`config.mk`:
```
export PLATFORM = sky130hd
export DESIGN_NAME = sled_sched
export DESIGN_NICKNAME = d
export VERILOG_FILES = /design/src/rtl/sled_sched.sv
export SDC_FILE = /design/constraint.sdc
export NUM_CORES = 1
export LEC_CHECK = 0
export ABC_AREA = 1
export ABC_CLOCK_PERIOD_IN_PS = 4800
export BUFFER_PORTS_ARGS = -buffer_cell sky130_fd_sc_hd__buf_2
export CAP_MARGIN = 20
export CORE_ASPECT_RATIO = 0.75
export CORE_MARGIN = 4
export CORE_UTILIZATION = 50
export DETAILED_ROUTE_END_ITERATION = 12
export PLACE_DENSITY = 0.76
export SYNTH_ARGS = -nofsm -noshare
export SYNTH_HDL_FRONTEND = slang
export SYNTH_SLANG_ARGS = --single-unit
```
`constraint.sdc`:
```
create_clock -name clk -period 4.8 [get_ports clk]
set_input_delay 0.24 -clock clk [delete_from_list [all_inputs] [get_ports clk]]
set_output_delay 0.24 -clock clk [all_outputs]
set_load 0.005 [all_outputs]
```
`src/rtl/sled_sched.sv`:
```
// sled_sched: round-robin scheduler and MSB-first serialiser for a serial LED shifter chain.
// Define SLED_REFRESH_EN to build the idle auto-resend of the last accepted word.
module sled_sched #(
  parameter int WIDTH       = 16,
  parameter int CLK_DIV     = 4,
  parameter int LATCH_CYC   = 2,
  parameter int REFRESH_CYC = 1000000
) (
  input  logic             clk,
  input  logic             rst_n,
  input  logic [1:0]       req_valid,
  input  logic [WIDTH-1:0] req_data0,
  input  logic [WIDTH-1:0] req_data1,
  output logic [1:0]       req_ready,
  output logic             sclk,
  output logic             sout,
  output logic             slatch,
  output logic             busy,
  output logic             gnt_id,
  output logic [1:0]       dbg_state
);

  typedef enum logic [1:0] {
    IDLE     = 2'd0,
    SHIFT_LO = 2'd1,
    SHIFT_HI = 2'd2,
    LATCH    = 2'd3
  } state_e;

  localparam int CNT_MAX = (CLK_DIV > LATCH_CYC) ? CLK_DIV : LATCH_CYC;
  localparam int CNT_W   = $clog2(CNT_MAX + 1);
  localparam int BIT_W   = $clog2(WIDTH);
  localparam logic [CNT_W-1:0] DIV_LAST = CNT_W'(CLK_DIV - 1);
  localparam logic [CNT_W-1:0] LAT_LAST = CNT_W'(LATCH_CYC - 1);
  localparam logic [BIT_W-1:0] BIT_LAST = BIT_W'(WIDTH - 1);

  if (WIDTH < 2 || CLK_DIV < 1 || LATCH_CYC < 1 || REFRESH_CYC < 1) begin : g_param_check
    $error("sled_sched: illegal parameter value");
  end

  state_e            state_q, state_d;
  logic [CNT_W-1:0]  cnt_q, cnt_d;
  logic [BIT_W-1:0]  bit_q, bit_d;
  logic [WIDTH-1:0]  shreg_q, shreg_d;
  logic              sclk_q, sclk_d, sout_q, sout_d, slatch_q, slatch_d;
  logic              busy_q, busy_d, gnt_q, gnt_d, pref_q, pref_d;

  logic              grant_vld, grant_id;
  logic [WIDTH-1:0]  grant_word;
  logic              refresh_fire;
  logic [WIDTH-1:0]  refresh_word;

  // Handshake: a word transfers on the rising edge where req_valid[i] && req_ready[i];
  // ready is offered only in IDLE (and out of reset) to the single arbitration winner.
  // pref_q names the port that wins a tie; it flips away from each granted port.
  always_comb begin
    grant_vld = 1'b0;
    grant_id  = pref_q;
    if (req_valid == 2'b11) begin
      grant_vld = 1'b1;
      grant_id  = pref_q;
    end else if (req_valid[0]) begin
      grant_vld = 1'b1;
      grant_id  = 1'b0;
    end else if (req_valid[1]) begin
      grant_vld = 1'b1;
      grant_id  = 1'b1;
    end
    if (!rst_n || state_q != IDLE) grant_vld = 1'b0;
    grant_word = grant_id ? req_data1 : req_data0;
    req_ready  = grant_vld ? (grant_id ? 2'b10 : 2'b01) : 2'b00;
  end

`ifdef SLED_REFRESH_EN
  localparam int RW = $clog2(REFRESH_CYC + 1);
  localparam logic [RW-1:0] IDLE_LAST = RW'(REFRESH_CYC - 1);

  logic [WIDTH-1:0] last_q, last_d;
  logic             have_last_q, have_last_d;
  logic [RW-1:0]    idle_q, idle_d;

  always_comb begin
    last_d       = last_q;
    have_last_d  = have_last_q;
    idle_d       = '0;
    refresh_fire = 1'b0;
    if (grant_vld) begin
      last_d      = grant_word;
      have_last_d = 1'b1;
    end
    // Only an unbroken run of idle, request-free cycles counts toward a resend.
    if (state_q == IDLE && req_valid == 2'b00 && have_last_q) begin
      if (idle_q == IDLE_LAST) refresh_fire = 1'b1;
      else idle_d = idle_q + 1'b1;
    end
  end

  always_ff @(posedge clk or negedge rst_n) begin
    if (!rst_n) begin
      last_q      <= '0;
      have_last_q <= 1'b0;
      idle_q      <= '0;
    end else begin
      last_q      <= last_d;
      have_last_q <= have_last_d;
      idle_q      <= idle_d;
    end
  end

  assign refresh_word = last_q;
`else
  assign refresh_fire = 1'b0;
  assign refresh_word = '0;
`endif

  always_comb begin
    state_d  = state_q;
    cnt_d    = cnt_q;
    bit_d    = bit_q;
    shreg_d  = shreg_q;
    sclk_d   = sclk_q;
    sout_d   = sout_q;
    slatch_d = slatch_q;
    busy_d   = busy_q;
    gnt_d    = gnt_q;
    pref_d   = pref_q;
    unique case (state_q)
      IDLE: begin
        if (grant_vld || refresh_fire) begin
          shreg_d = grant_vld ? grant_word : refresh_word;
          sout_d  = shreg_d[WIDTH-1];
          sclk_d  = 1'b0;
          busy_d  = 1'b1;
          bit_d   = BIT_LAST;
          cnt_d   = '0;
          state_d = SHIFT_LO;
          if (grant_vld) begin
            gnt_d  = grant_id;
            pref_d = ~grant_id;
          end
        end
      end
      SHIFT_LO: begin
        if (cnt_q == DIV_LAST) begin
          cnt_d   = '0;
          sclk_d  = 1'b1;
          state_d = SHIFT_HI;
        end else begin
          cnt_d = cnt_q + 1'b1;
        end
      end
      SHIFT_HI: begin
        if (cnt_q == DIV_LAST) begin
          cnt_d   = '0;
          sclk_d  = 1'b0;
          shreg_d = {shreg_q[WIDTH-2:0], 1'b0};
          if (bit_q == '0) begin
            slatch_d = 1'b1;
            sout_d   = 1'b0;
            state_d  = LATCH;
          end else begin
            bit_d   = bit_q - 1'b1;
            sout_d  = shreg_q[WIDTH-2];
            state_d = SHIFT_LO;
          end
        end else begin
          cnt_d = cnt_q + 1'b1;
        end
      end
      LATCH: begin
        if (cnt_q == LAT_LAST) begin
          cnt_d    = '0;
          slatch_d = 1'b0;
          busy_d   = 1'b0;
          state_d  = IDLE;
        end else begin
          cnt_d = cnt_q + 1'b1;
        end
      end
      default: state_d = IDLE;
    endcase
  end

  always_ff @(posedge clk or negedge rst_n) begin
    if (!rst_n) begin
      state_q  <= IDLE;
      cnt_q    <= '0;
      bit_q    <= '0;
      shreg_q  <= '0;
      sclk_q   <= 1'b0;
      sout_q   <= 1'b0;
      slatch_q <= 1'b0;
      busy_q   <= 1'b0;
      gnt_q    <= 1'b0;
      pref_q   <= 1'b0;
    end else begin
      state_q  <= state_d;
      cnt_q    <= cnt_d;
      bit_q    <= bit_d;
      shreg_q  <= shreg_d;
      sclk_q   <= sclk_d;
      sout_q   <= sout_d;
      slatch_q <= slatch_d;
      busy_q   <= busy_d;
      gnt_q    <= gnt_d;
      pref_q   <= pref_d;
    end
  end

  assign sclk      = sclk_q;
  assign sout      = sout_q;
  assign slatch    = slatch_q;
  assign busy      = busy_q;
  assign gnt_id    = gnt_q;
  assign dbg_state = state_q;

endmodule

```
Yosys cells after proc, flatten, opt, wreduce, memory -nomap -nowiden:

Index checks and enable logic that the tools add are counted.

* flip-flop bits (word level): 30
* output and inout port bits: 9

* muxes and demuxes: 41
* bitwise operators: 1
* equal/unequal tests: 12
* reductions and logical operators: 17
* add/subtract/negate cells: 2

Operator list (count)
* $mux 15: 2
* $pmux 15 s2: 1
* $mux 1: 17
* $mux 16: 1
* $reduce_and 4->1: 4
* $mux 2: 7
* $mux 4: 3
* $ne 2x2->1 const B: 6
* $mux 3: 3
* $pmux 3 s3: 1
* $pmux 2 s4: 1
* $pmux 4 s2: 1
* $reduce_bool 2->1: 4
* $eq 2x2->1 const B: 3
* $pmux 1 s2: 3
* $reduce_and 3->1: 2
* $logic_not 4->1: 1
* $sub 4x1->4 const B: 1
* $add 3x1->3 const B: 1
* $eq 3x1->1 const B: 1
* $eq 3x2->1 const B: 1
* $pmux 1 s3: 1
* $reduce_bool 3->1: 1
* $eq 2x1->1 const B: 1
* 6 further kinds: 6

Logic depth before layout (Yosys ltp):

* depth in word-level cells: 6
* gate-level depth with buffers: 10

Worst setup path after synthesis:

No wires, ideal clock.

* kind: register to register
* start point: register state_q[1] (netlist: dbg_state[1])
* end point: register shreg_q[10]
* arrival time: 1.448 ns
* buffers on the path: 1
* data required time: 4.676 ns
* setup slack: 3.228 ns
* cell stages (with the launch flop): 11
* cells stage by stage: dfrtp_1 inv_1 ha_1 nand2_2 inv_2 nand2_4 nand2_4 nand2_4 buf_6 nand2_1 nand3_1

* word-level cells in the longest chain between the ends: 5
* elaborated cells between the ends (all ways): 10
* classes of those cells: eq/ne (3); mux (2); reduce/logical (5)

RTL lines
* start: declaration: line 41 `state_e state_q, state_d;`
* start signal: assignment: line 197 `state_q <= state_d;`
* $reduce_bool 2->1: line 69 `if (!rst_n || state_q != IDLE) grant_vld = 1'b0;`
* $logic_or 1x1->1: line 69
* $mux 1: line 69
* $ne 2x2->1 (no line)
* $reduce_and 3->1 (no line)
* end signal: assignment: line 200 `shreg_q <= shreg_d;`
* end: declaration: line 44 `logic [WIDTH-1:0] shreg_q, shreg_d;`

Several ways; a longest one is shown, not always the timed one.
A chain may end at the register's enable or synchronous reset.

Final worst setup path:

* start point: register state_q[0] (netlist: dbg_state[0])
* end point: register shreg_q[3]

Same word-level chain as after synthesis.

==> flow_summary.yaml <==
synth:
  synth.cell_area_mm2: 0.00207
  ys_warn_count: 0
  yosysTopAreaCell: "dfrtp_1"
  synth_area_per_cell_um2: 6.91
  yosysTopAreaCellShare_pct: 36.2
  synth_area_leaders: "dfrtp_1 36%, nand2_1 22%, nand3_1 11%, ha_1 7.2%, nand3b_1 5.1%"
  yosysUniqueCellTypes: 20
  ys_ff_latch: 30
  synthCells: 300
  synth_seq_area_share_pct: 36.2
  synth_nets: 348
critical_path:
  endpoint: "shreg_q[3]$_DFFE_PN0P_"
  cp_cell_sequence: "inv_1 > ha_1 > inv_1 > nand2_1 > nand2_4 > nand2_4 > nand2_1 > nand3_1"
  slowest_delay_ns: 0.68
  path_class: "reg -> reg"
  cp_slowest_cell: "ha_1"
  rr_worst_depth: 8
  crit_arrival_ns: 2.37
  path_depth: 8
  critPathMaxFanout: 25
  cp-startpoint: "dbg_state[0]$_DFFE_PN0P_"
  cp.buffers_inverters: 2
  end_kind: "register"
  timing.reg2reg.setup_slack_ns: 2.66
  worstReg2RegStart: "dbg_state[0]$_DFFE_PN0P_"
  crit_required_ns: 5.02
  cp_top_family: "adder cells"
  worstReg2RegEnd: "shreg_q[3]$_DFFE_PN0P_"
  setup.worst_path.start_class: "register"
detailed_routing:
  drtPass1Iterations: 4
  drt_iter0_markers: 84
  wl_per_cell_um: 11.9
  dr_total_vias: 1986
  ant_nets: 0
  via_per_inst: 5.07
  drc: 0
  routed_wirelength_mm: 4.65
timing:
  tns_ns: 0
  finalCriticalPeriod_ns: 2.14
  fin_worst_skew_ns: 0.00700
  hold_viol: 0
  fin_crit_sh_pct: 44.7
  drv_slew: 0
  setup_viol: 0
  rsz0062_at_grt: "false"
  timing.fmax_mhz: 466
  slew-limit-headroom_pct: 47.2
  worst_pin_slew_ns: 0.792
placement:
  hpwlAfterDp_mm: 3.53
  portBuffers: 44
  routabilityCongestion: 0.810
cells_and_area:
  drive_gt1_share_pct: 17.4
  fillers: 377
  nets: 388
  diodes: 0
  syn2layout_area_growth_pct: 14.1
cts:
  insertion_delay_ns: 0.29
  postCtsSetupRepairBufs: 0
  clkSlewWorstSetupHoldPaths_ns: 0.06
  clockBufferDepth: 2
  ctsHtreeMaxLevel: 2
  post_cts_resized: 0
  numClockSinks: 30
  numCtsBuffers: 5
  cts-hold-fix-buffers: 0
  tritoncts: "built"
  cts-root-buf: "clkbuf_8"
run:
  max_cap_violations: 0
die:
  die_h_um: 63.8
  num_rows: 19
  die-area_mm2: 0.00525
  die_x_um: 82.4
  core_mm2: 0.00383
  start_util_pct: 54.2
  ioPinCount: 45
power_and_ir_drop:
  p_per_area_mw_per_mm2: 558
  ir_drop_uv: 411
  power_mw: 1.32
  leakage_nw: 1.29
grt:
  grt_max_degree: 33
  antenna_found_initial: 0
  grt_first_pass_wirelength_mm: 7.60
  overflow: 0
  grt_pass1_vias: 1704
  grtUsageTotal_pct: 18.6
outcome:
  status: "finished clean"
worst_hold_path:
  hold_class: "in -> async"
cells by family after synthesis:
family          count (synthesis)  share of synthesized area [%]
compound gates                 11                           2.77
fa+ha+maj                      12                           7.24
buf+inv                        37                           8.02
flops                          30                           36.2
simple gates                  210                           45.8
synthesized netlist by cell type (all sizes together):
cell,count
a21oi,5
buf,10
clkbuf,1
dfrtp,30
ha,12
inv,26
nand2,129
nand3,45
nand3b,14
nand4,4
nor2,17
o21ai,5
o21bai,1
or2,1
per-layer routing:
metal	share of wire [%]	up-vias	track usage, %
met4	1.4	0	7.05
li1	-	1027	-
met5	0	-	0
met3	5.5	10	5.20
met2	44	42	25.5
met1	49	907	27.4
worst min-delay path by stage:
stage / endpoint / cells after the start / start / slack, ns
after global placement: bit_q[2]$_DFFE_PN0P_ / 1 / rst_n / 0.34
after global routing: shreg_q[12]$_DFFE_PN0P_ / 1 / rst_n / 0.06
final: cnt_q[1]$_DFFE_PN0P_ / 1 / rst_n / 0.002
after CTS: cnt_q[1]$_DFFE_PN0P_ / 1 / rst_n / 0.03
after detailed placement: bit_q[3]$_DFFE_PN0P_ / 1 / rst_n / 0.34
after floorplan: bit_q[0]$_DFFE_PN0P_ / 0 / rst_n / -0.06
through the flow:
step	util, %	std cells	cell area, µm²	setup WS, ns	hold WS, ns
finish	61.9	392	2370	2.66	0.00234
global route	61.9	392	2370	2.37	0.0589
CTS	61.9	392	2370	2.67	0.0333
detailed placement	59.9	385	2290	2.68	0.338
global placement	59.9	385	2290	2.74	0.340
floorplan	-	300	2070	3.23	-0.0556
power breakdown:
group          switching (mW)  internal, mW
clock network          0.0922        0.0996
logic                   0.452         0.237
registers              0.0811         0.360
total                   0.625         0.696
layout by cell type, fill, tap and decap left out, types with 2 or more instances in the layout:
master | synthesis | final
ha_1 | 12 | 12
a21oi_1 | 5 | 5
clkbuf_1 | 1 | 2
inv_1 | 25 | 25
nand3_1 | 45 | 45
nand2_2 | 4 | 4
o21ai_0 | 4 | 4
nand2_4 | 4 | 4
dfrtp_1 | 30 | 30
nand2_1 | 121 | 121
nand4_1 | 4 | 4
buf_2 | 7 | 44
nand3b_1 | 14 | 14
nor2_1 | 17 | 17
clkbuf_8 | 0 | 5
registers in the layout, summed over array words and instances (netlist names):
| signal | cells |
|---|---|
| sclk | 1 |
| shreg_q | 15 |
| pref_q | 1 |
| sout | 1 |
| dbg_state | 2 |
| gnt_id | 1 |
| cnt_q | 3 |
| bit_q | 4 |
| busy | 1 |
| slatch | 1 |
area by class of cell:
cell class                 instances  area (µm²)  share of cell area (%)
clock buffer                       7        76.3                    3.22
inverter                          26        97.6                    4.12
multi-input combinational        233        1160                    48.9
sequential                        30         751                    31.7
tap                               52        65.1                    2.75
timing repair buffer              44         220                    9.30
Power figures use the tool's default switching activity.
